==> src/rtl/ysyx_24080034_ifu_if.sv <==
// Fetch-unit bus: instruction-memory request/response, decode handoff and redirect.
// The master side is the IFU; the slave side is memory + decode + branch logic.
interface ysyx_24080034_ifu_if;
  logic        imem_req_valid;
  logic        imem_req_ready;
  logic [31:0] imem_req_addr;
  logic        imem_rsp_valid;
  logic [31:0] imem_rsp_data;
  logic        inst_valid;
  logic        inst_ready;
  logic [31:0] inst;
  logic [31:0] inst_pc;
  logic        redirect_valid;
  logic [31:0] redirect_pc;

  modport master (
    output imem_req_valid, imem_req_addr, inst_valid, inst, inst_pc,
    input  imem_req_ready, imem_rsp_valid, imem_rsp_data, inst_ready,
           redirect_valid, redirect_pc
  );

  modport slave (
    input  imem_req_valid, imem_req_addr, inst_valid, inst, inst_pc,
    output imem_req_ready, imem_rsp_valid, imem_rsp_data, inst_ready,
           redirect_valid, redirect_pc
  );
endinterface

==> src/rtl/ysyx_24080034_ifu.sv <==
// Single-outstanding instruction fetch unit: one fetch in flight, one instruction
// held for decode, redirects override the PC and squash any stale fetch.
module ysyx_24080034_ifu #(
  parameter logic [31:0] RESET_PC = 32'h8000_0000
) (
  input  logic                       clk,
  input  logic                       rst,
  ysyx_24080034_ifu_if.master        bus
);

  typedef enum logic [1:0] {S_IDLE, S_REQ, S_WAIT, S_HOLD} state_e;

  state_e      state_q;
  logic [31:0] pc_q;
  logic [31:0] inst_q;
  logic [31:0] inst_pc_q;
  logic        kill_q;

  logic [31:0] redir_pc;
  logic        req_fire;
  logic        inst_fire;

  assign redir_pc  = bus.redirect_pc & 32'hFFFF_FFFC;

  // A redirect masks both handshakes in the cycle it arrives.
  assign bus.imem_req_valid = (state_q == S_REQ)  && !bus.redirect_valid;
  assign bus.inst_valid     = (state_q == S_HOLD) && !bus.redirect_valid;
  assign bus.imem_req_addr  = (state_q == S_IDLE) ? 32'h0 : pc_q;
  assign bus.inst           = inst_q;
  assign bus.inst_pc        = inst_pc_q;

  assign req_fire  = bus.imem_req_valid && bus.imem_req_ready;
  assign inst_fire = bus.inst_valid && bus.inst_ready;

  always_ff @(posedge clk or posedge rst) begin
    if (rst) begin
      state_q   <= S_IDLE;
      pc_q      <= RESET_PC;
      inst_q    <= 32'h0;
      inst_pc_q <= 32'h0;
      kill_q    <= 1'b0;
    end else begin
      if (bus.redirect_valid) pc_q <= redir_pc;
      unique case (state_q)
        S_IDLE: state_q <= S_REQ;
        S_REQ:  if (req_fire) state_q <= S_WAIT;
        S_WAIT: begin
          // A response racing a redirect belongs to the old path and is dropped.
          if (bus.imem_rsp_valid) begin
            if (kill_q || bus.redirect_valid) begin
              kill_q  <= 1'b0;
              state_q <= S_REQ;
            end else begin
              inst_q    <= bus.imem_rsp_data;
              inst_pc_q <= pc_q;
              state_q   <= S_HOLD;
            end
          end else if (bus.redirect_valid) begin
            kill_q <= 1'b1;
          end
        end
        S_HOLD: begin
          if (bus.redirect_valid) begin
            state_q <= S_REQ;
          end else if (inst_fire) begin
            pc_q    <= pc_q + 32'd4;
            state_q <= S_REQ;
          end
        end
        default: state_q <= S_IDLE;
      endcase
    end
  end

endmodule

==> src/flat_wrapper.sv <==
// flat-port wrapper written by rule: the top's interface ports become plain ports
module ysyx_24080034_ifu_flat 
#(
  parameter logic [31:0] RESET_PC = 32'h8000_0000
)
  (clk, rst, bus_imem_req_valid, bus_imem_req_addr, bus_inst_valid, bus_inst, bus_inst_pc, bus_imem_req_ready, bus_imem_rsp_valid, bus_imem_rsp_data, bus_inst_ready, bus_redirect_valid, bus_redirect_pc);
  ysyx_24080034_ifu_if bus_i ();
  input  logic clk;
  input  logic rst;
  output wire logic [$bits(bus_i.imem_req_valid)-1:0] bus_imem_req_valid;
  output wire logic [$bits(bus_i.imem_req_addr)-1:0] bus_imem_req_addr;
  output wire logic [$bits(bus_i.inst_valid)-1:0] bus_inst_valid;
  output wire logic [$bits(bus_i.inst)-1:0] bus_inst;
  output wire logic [$bits(bus_i.inst_pc)-1:0] bus_inst_pc;
  input wire logic [$bits(bus_i.imem_req_ready)-1:0] bus_imem_req_ready;
  input wire logic [$bits(bus_i.imem_rsp_valid)-1:0] bus_imem_rsp_valid;
  input wire logic [$bits(bus_i.imem_rsp_data)-1:0] bus_imem_rsp_data;
  input wire logic [$bits(bus_i.inst_ready)-1:0] bus_inst_ready;
  input wire logic [$bits(bus_i.redirect_valid)-1:0] bus_redirect_valid;
  input wire logic [$bits(bus_i.redirect_pc)-1:0] bus_redirect_pc;
  assign bus_imem_req_valid = bus_i.imem_req_valid;
  assign bus_imem_req_addr = bus_i.imem_req_addr;
  assign bus_inst_valid = bus_i.inst_valid;
  assign bus_inst = bus_i.inst;
  assign bus_inst_pc = bus_i.inst_pc;
  assign bus_i.imem_req_ready = bus_imem_req_ready;
  assign bus_i.imem_rsp_valid = bus_imem_rsp_valid;
  assign bus_i.imem_rsp_data = bus_imem_rsp_data;
  assign bus_i.inst_ready = bus_inst_ready;
  assign bus_i.redirect_valid = bus_redirect_valid;
  assign bus_i.redirect_pc = bus_redirect_pc;
  ysyx_24080034_ifu #(.RESET_PC(RESET_PC)) u_core (.clk(clk), .rst(rst), .bus(bus_i));
endmodule
==> config.mk <==
export PLATFORM = sky130hd
export DESIGN_NAME = ysyx_24080034_ifu_flat
export DESIGN_NICKNAME = d
export VERILOG_FILES = /design/src/rtl/ysyx_24080034_ifu_if.sv /design/src/rtl/ysyx_24080034_ifu.sv /design/src/flat_wrapper.sv
export SDC_FILE = /design/constraint.sdc
export NUM_CORES = 1
export LEC_CHECK = 0
export ABC_CLOCK_PERIOD_IN_PS = 3300
export CORE_MARGIN = 4
export CORE_UTILIZATION = 41
export CTS_CLUSTER_SIZE = 20
export DETAILED_ROUTE_END_ITERATION = 6
export PLACE_DENSITY = 0.78
export SYNTH_ARGS = -nofsm -noshare
export SYNTH_HDL_FRONTEND = slang
export SYNTH_SLANG_ARGS = --single-unit
==> constraint.sdc <==
create_clock -name clk -period 3.3 [get_ports clk]
set_input_delay 0.66 -clock clk [delete_from_list [all_inputs] [get_ports clk]]
set_output_delay 0.66 -clock clk [all_outputs]
set_load 0.05 [all_outputs]
Word-level counts from Yosys, hierarchy flattened
Cells that the tools add are included.
W data, S select, Z words.
Cells by class
  mux-type cells: 14
  equal/unequal tests: 7
  reduce and logical (&&, ||, !) cells: 11
  $add $sub $neg: 1
  bitwise operators: 1
Operators with widths (count)
  $mux W32: 5
  $add A32 B3 Y32 const B: 1
  $mux W2: 5
  $reduce_and A3 Y1: 3
  $pmux W2 S4: 1
  $eq A2 B2 Y1 const B: 2
  $logic_and A1 B1 Y1: 4
  $ne A2 B1 Y1 const B: 2
  $mux W1: 3
  $ne A3 B2 Y1 const B: 1
  $eq A2 B1 Y1 const B: 1
  $logic_not A2 Y1: 1
  $ne A2 B2 Y1 const B: 1
  $reduce_bool A2 Y1: 1
  $logic_not A1 Y1: 1
  $logic_or A1 B1 Y1: 1
  $not A1 Y1: 1
Word-level totals
  word-level logic and storage cells: 39
  output and inout port bits: 98
  register bits: 99

Longest topological paths before layout
  word-level depth: 6
  gate-level depth with buffers: 8
  depth with buffers taken out: 7

Least setup slack after synthesis
Ideal clock, no wire load.
  path type: input to output
  start: in bus_redirect_valid
  end: out bus_imem_req_valid
  data arrival time: 1707 ps
  required time: 2640 ps
  stages on the path: 3
  buffers on the path: 2
  slack: 933 ps
  path through: buf_2 > clkbuf_1 > nor2b_1
On the way
  word-level cells in the longest chain between the ends: 2
RTL lines
  start: declaration: RTL line flat_wrapper.sv:19  | input wire logic [$bits(bus_i.redirect_valid)-1:0] bus_redirect_valid;
  $logic_not A1 Y1: RTL line ysyx_24080034_ifu.sv:26  | assign bus.imem_req_valid = (state_q == S_REQ) && !bus.redirect_valid;
  $logic_and A1 B1 Y1: RTL line ysyx_24080034_ifu.sv:26
  end: declaration: RTL line flat_wrapper.sv:10  | output wire logic [$bits(bus_i.imem_req_valid)-1:0] bus_imem_req_valid;
Every way passes these cells.

Worst setup path in the final report
  start: reg u_core.state_q[0]
  end: out bus_imem_req_addr[31]
On the way
  word-level cells in the longest chain between the ends: 2
RTL lines
  start: declaration: RTL line ysyx_24080034_ifu.sv:13  | state_e state_q;
  start signal: assignment: RTL line ysyx_24080034_ifu.sv:37  | state_q <= S_IDLE;
  start signal: assignment: RTL line ysyx_24080034_ifu.sv:45  | S_IDLE: state_q <= S_REQ;
  start signal: assignment: RTL line ysyx_24080034_ifu.sv:46  | S_REQ: if (req_fire) state_q <= S_WAIT;
  $logic_not A2 Y1: RTL line ysyx_24080034_ifu.sv:28  | assign bus.imem_req_addr = (state_q == S_IDLE) ? 32'h0 : pc_q;
  $mux W32: RTL line ysyx_24080034_ifu.sv:28
  end: declaration: RTL line flat_wrapper.sv:11  | output wire logic [$bits(bus_i.imem_req_addr)-1:0] bus_imem_req_addr;
Every way passes these cells.

==> impl_results.md <==
- Status: complete, no violations
- Total congestion overflow: 0
- Fin Setup TNS: 0 ns
- ANT cells: 0
- Routed wire length: 12.0 mm
- Critical Path AT: around 2.4 ns
- Core box area: about 0.011 mm2
- Sequential area share after synthesis: a little over half
- Vias in the first global route: about 3800
- CTS buffer count: 9
- Post-Syn Area: about 0.0046 mm2
- I/O pins: 168
- LEAKAGE: approximately 2.8 nW
- Largest family of logic cells by synthesized area: multiplexers
- Mux cell area share after synthesis: 16.1%
- PortBufs: around 170
- Pwr Density: slightly below 1000 mW/mm2
- GRT Total Usage: a little under a fifth
- First-pass DRT Iterations: 4
- Fraction of registers with async set/reset: 100%
- Delay of the slowest critical-path stage: 0.71 ns
- Reg clk slew, reported paths: around 0.06 ns
- Initial Utilization: a little over two fifths
- Cell Rows: 38
- Synthesized flop and latch total: 99
- Total of max-cap violations: 0
- Clk sinks: 99
- Post-synth top area share: between 50 and 60%
- Max clock buf depth: 2
- Unique cell type count in the Yosys netlist: 45
- YS warnings: 0
- Crit Path Class: reg -> out
- Die W: 114 um
- CTS tree: built
- Hold/Removal Path Class: reg -> reg
- Fraction of layout cells with a size suffix above 1: 17.7%
- Peak VDD IR: around 0.64 mV
- Final #Nets: ~640
- Syn_area_per_cell: 11.6 um2
- Wire per inst: roughly 17 um
- Tmin final: between 3 and 4 ns
- Post-synthesis net count: between 400 and 500
- Slowest CP cell: clkdlybuf4s50_1
- Via count: between 3000 and 4000
- Worst rel slew slack: between 50% and 60%
- Final core utilization: slightly above 60%
- Startpoint Class: flip-flop
- Root Buffer: clkbuf_16
- Area leader, netlist: dfrtp_1
- Synth Instances: between 300 and 400
- Largest net degree at the start of global routing: 54
- # setup viols final: 0
- Final Hold Fails: 0
- Area growth, synth to finish: 47.3%
- Vias per cell: between 5 and 6
- DRT iter0 DRCs: roughly 170
- Ranking of synthesized cells by area: dfrtp_1, mux2_2, nor2b_1
- Post-route ant nets: 0
- Crit Path Max Fanout: 18
- Worst Tran Pin Value: 0.658 ns
- Die Span Y: about 110 um
- Top FF cell, synth: dfrtp_1
- Fin. max-slew vios: 0
- Initial antenna violation count: 0
- Final GP Congestion: approximately 0.84
- Cell family with most CP delay: buffers and inverters
- RSZ-0062 raised after global routing: no
- First-pass GRT wire length: roughly 19 mm
- Setup Skew: approximately 0.0057 ns
- WP buf/inv: 3
- CTS H-tree depth: 3
- EDFF count, synth: 0
- # DRC: 0
- Simple-gate share of the synthesized area: approximately 16%
- FMAX: around 330 MHz
- Design Area, Final: 0.00678 mm2
- Worst setup EP type: output port
- XOR/XNOR share of the synthesized area: 1.14%
- Post-synthesis compound-gate area fraction: just under 9%
- Adder-cell share of the synthesized area: under 10%
- Die Area: roughly 0.013 mm2
- DP HPWL: just under 9 mm
- Worst-path cell chain: inv_1 -> ha_2 -> buf_4 -> nor2b_1 -> clkdlybuf4s50_1
- Worst Path Required: about 2.6 ns
- Worst-skew pair later-pin latency: roughly 0.34 ns
- Tcrit/Tclk final: between 90% and 100%
- DP Area: 0.00645 mm2
path summary, 6_finish.rpt:
| check | startpoint | to | slack (ns) | depth (start not counted) |
|---|---|---|---|---|
| hold / removal | u_core.bus.inst_pc[31] | u_core.bus.inst_pc[31] | 0.51 | 1 |
| setup reg to reg | u_core.state_q[0] | u_core.pc_q[20] | 1.12 | 6 |
| max in group asynchronous | rst | u_core.pc_q[10] | 1.82 | 3 |
| hold reg to reg | u_core.bus.inst_pc[31] | u_core.bus.inst_pc[31] | 0.51 | 1 |
| min in group asynchronous | rst | u_core.bus.inst_pc[28] | 0.79 | 2 |
| setup / recovery | u_core.state_q[0] | bus_imem_req_addr[31] | 0.29 | 5 |
routing by layer:
metal / share of wire (%) / GRT usage [%]
met1: 43 / 24.2
met2: 49 / 30.3
met3: 7.2 / 5.46
met4: 1.4 / 5.38
met5: 0 / 0
cells in the mapped netlist (6+ instances only):
master	number
dfrtp_1	98
a311oi_1	12
nor2_1	26
a211oi_1	10
a21oi_1	8
and3_1	10
clkbuf_1	8
nor2b_1	33
mux2_2	64
and2_1	6
inv_1	11
o21ai_0	12
nor3_1	12
nand3_1	7
nand2_1	15
buf_2	10
cell families (layout without fill, tap and decap cells):
group | count (synthesis) | in the layout
compound gates | 58 | 58
xor+xnor | 6 | 6
fa+ha+maj | 5 | 5
buf+inv | 31 | 201
flops | 99 | 99
mux | 66 | 66
simple gates | 131 | 131
stage by stage:
| stage | hold slack [ns] | setup slack [ns] | cells | total power, W |
|---|---|---|---|---|
| after floorplan | 0.473 | 0.0512 | 396 | 0.00434 |
| after global placement | 0.489 | 0.455 | 690 | 0.00559 |
| after global routing | 0.517 | 0.165 | 706 | 0.00703 |
| after CTS | 0.510 | 0.0634 | 706 | 0.00681 |
| final | 0.508 | 0.290 | 706 | 0.00674 |
| after detailed placement | 0.494 | 0.435 | 690 | 0.00566 |
registers in the layout, indices dropped and copies added (netlist names):
signal / flops
u_core.bus.inst_pc: 32
u_core.bus.inst: 32
u_core.state_q: 2
u_core.pc_q: 32
u_core.kill_q: 1
timing repair:
| item | CTS | global route |
|---|---|---|
| setup buffers | 0 | 0 |
| resized for setup | 0 | 1 |
| endpoints found under the setup margin | 0 | 18 |
| hold buffers | 0 | 0 |
cells in the final DEF, fill, tap and decap left out, types with 4 or more instances in the layout:
| cell | netlist | final |
|---|---|---|
| o21ai_0 | 12 | 12 |
| ha_1 | 5 | 4 |
| a211oi_1 | 10 | 10 |
| nor2_1 | 26 | 26 |
| buf_4 | 0 | 8 |
| and2_1 | 6 | 6 |
| clkdlybuf4s50_1 | 0 | 163 |
| xnor2_1 | 4 | 4 |
| and3_1 | 10 | 10 |
| o22ai_1 | 4 | 4 |
| nor3_1 | 12 | 12 |
| inv_1 | 11 | 10 |
| dfrtp_1 | 98 | 98 |
| and4_1 | 5 | 5 |
| nand4_1 | 5 | 5 |
| a311oi_1 | 12 | 12 |
| nand2_1 | 15 | 15 |
| nor2b_1 | 33 | 33 |
| mux2_2 | 64 | 64 |
| a21oi_1 | 8 | 8 |
| clkbuf_16 | 0 | 9 |
| nand3_1 | 7 | 7 |
layout make-up:
cell class	instances	area [um2]
Sequential cell	99	2480
Multi-Input combinational cell	266	2000
Inverter	11	43.8
Timing Repair Buffer	174	1750
Fill cell	906	4160
Tap cell	140	175
Clock buffer	10	239
Clock inverter	6	87.6
report_power, final:
part | internal [W] | switching (W) | total [W]
Clock | 0.000686 | 0.000446 | 0.00113
Sequential | 0.00164 | 0.000267 | 0.00191
Combinational | 0.00132 | 0.00238 | 0.00370
worst reg2reg max path, cell delays in order (launching register included):
cell and delay [ns]:
dfrtp_1 0.40, ha_1 0.39, and3b_1 0.36, nand3_1 0.32, nor3_1 0.33, nor3_1 0.07
a221oi_1 0.20
Power figures use the tool's default switching activity.
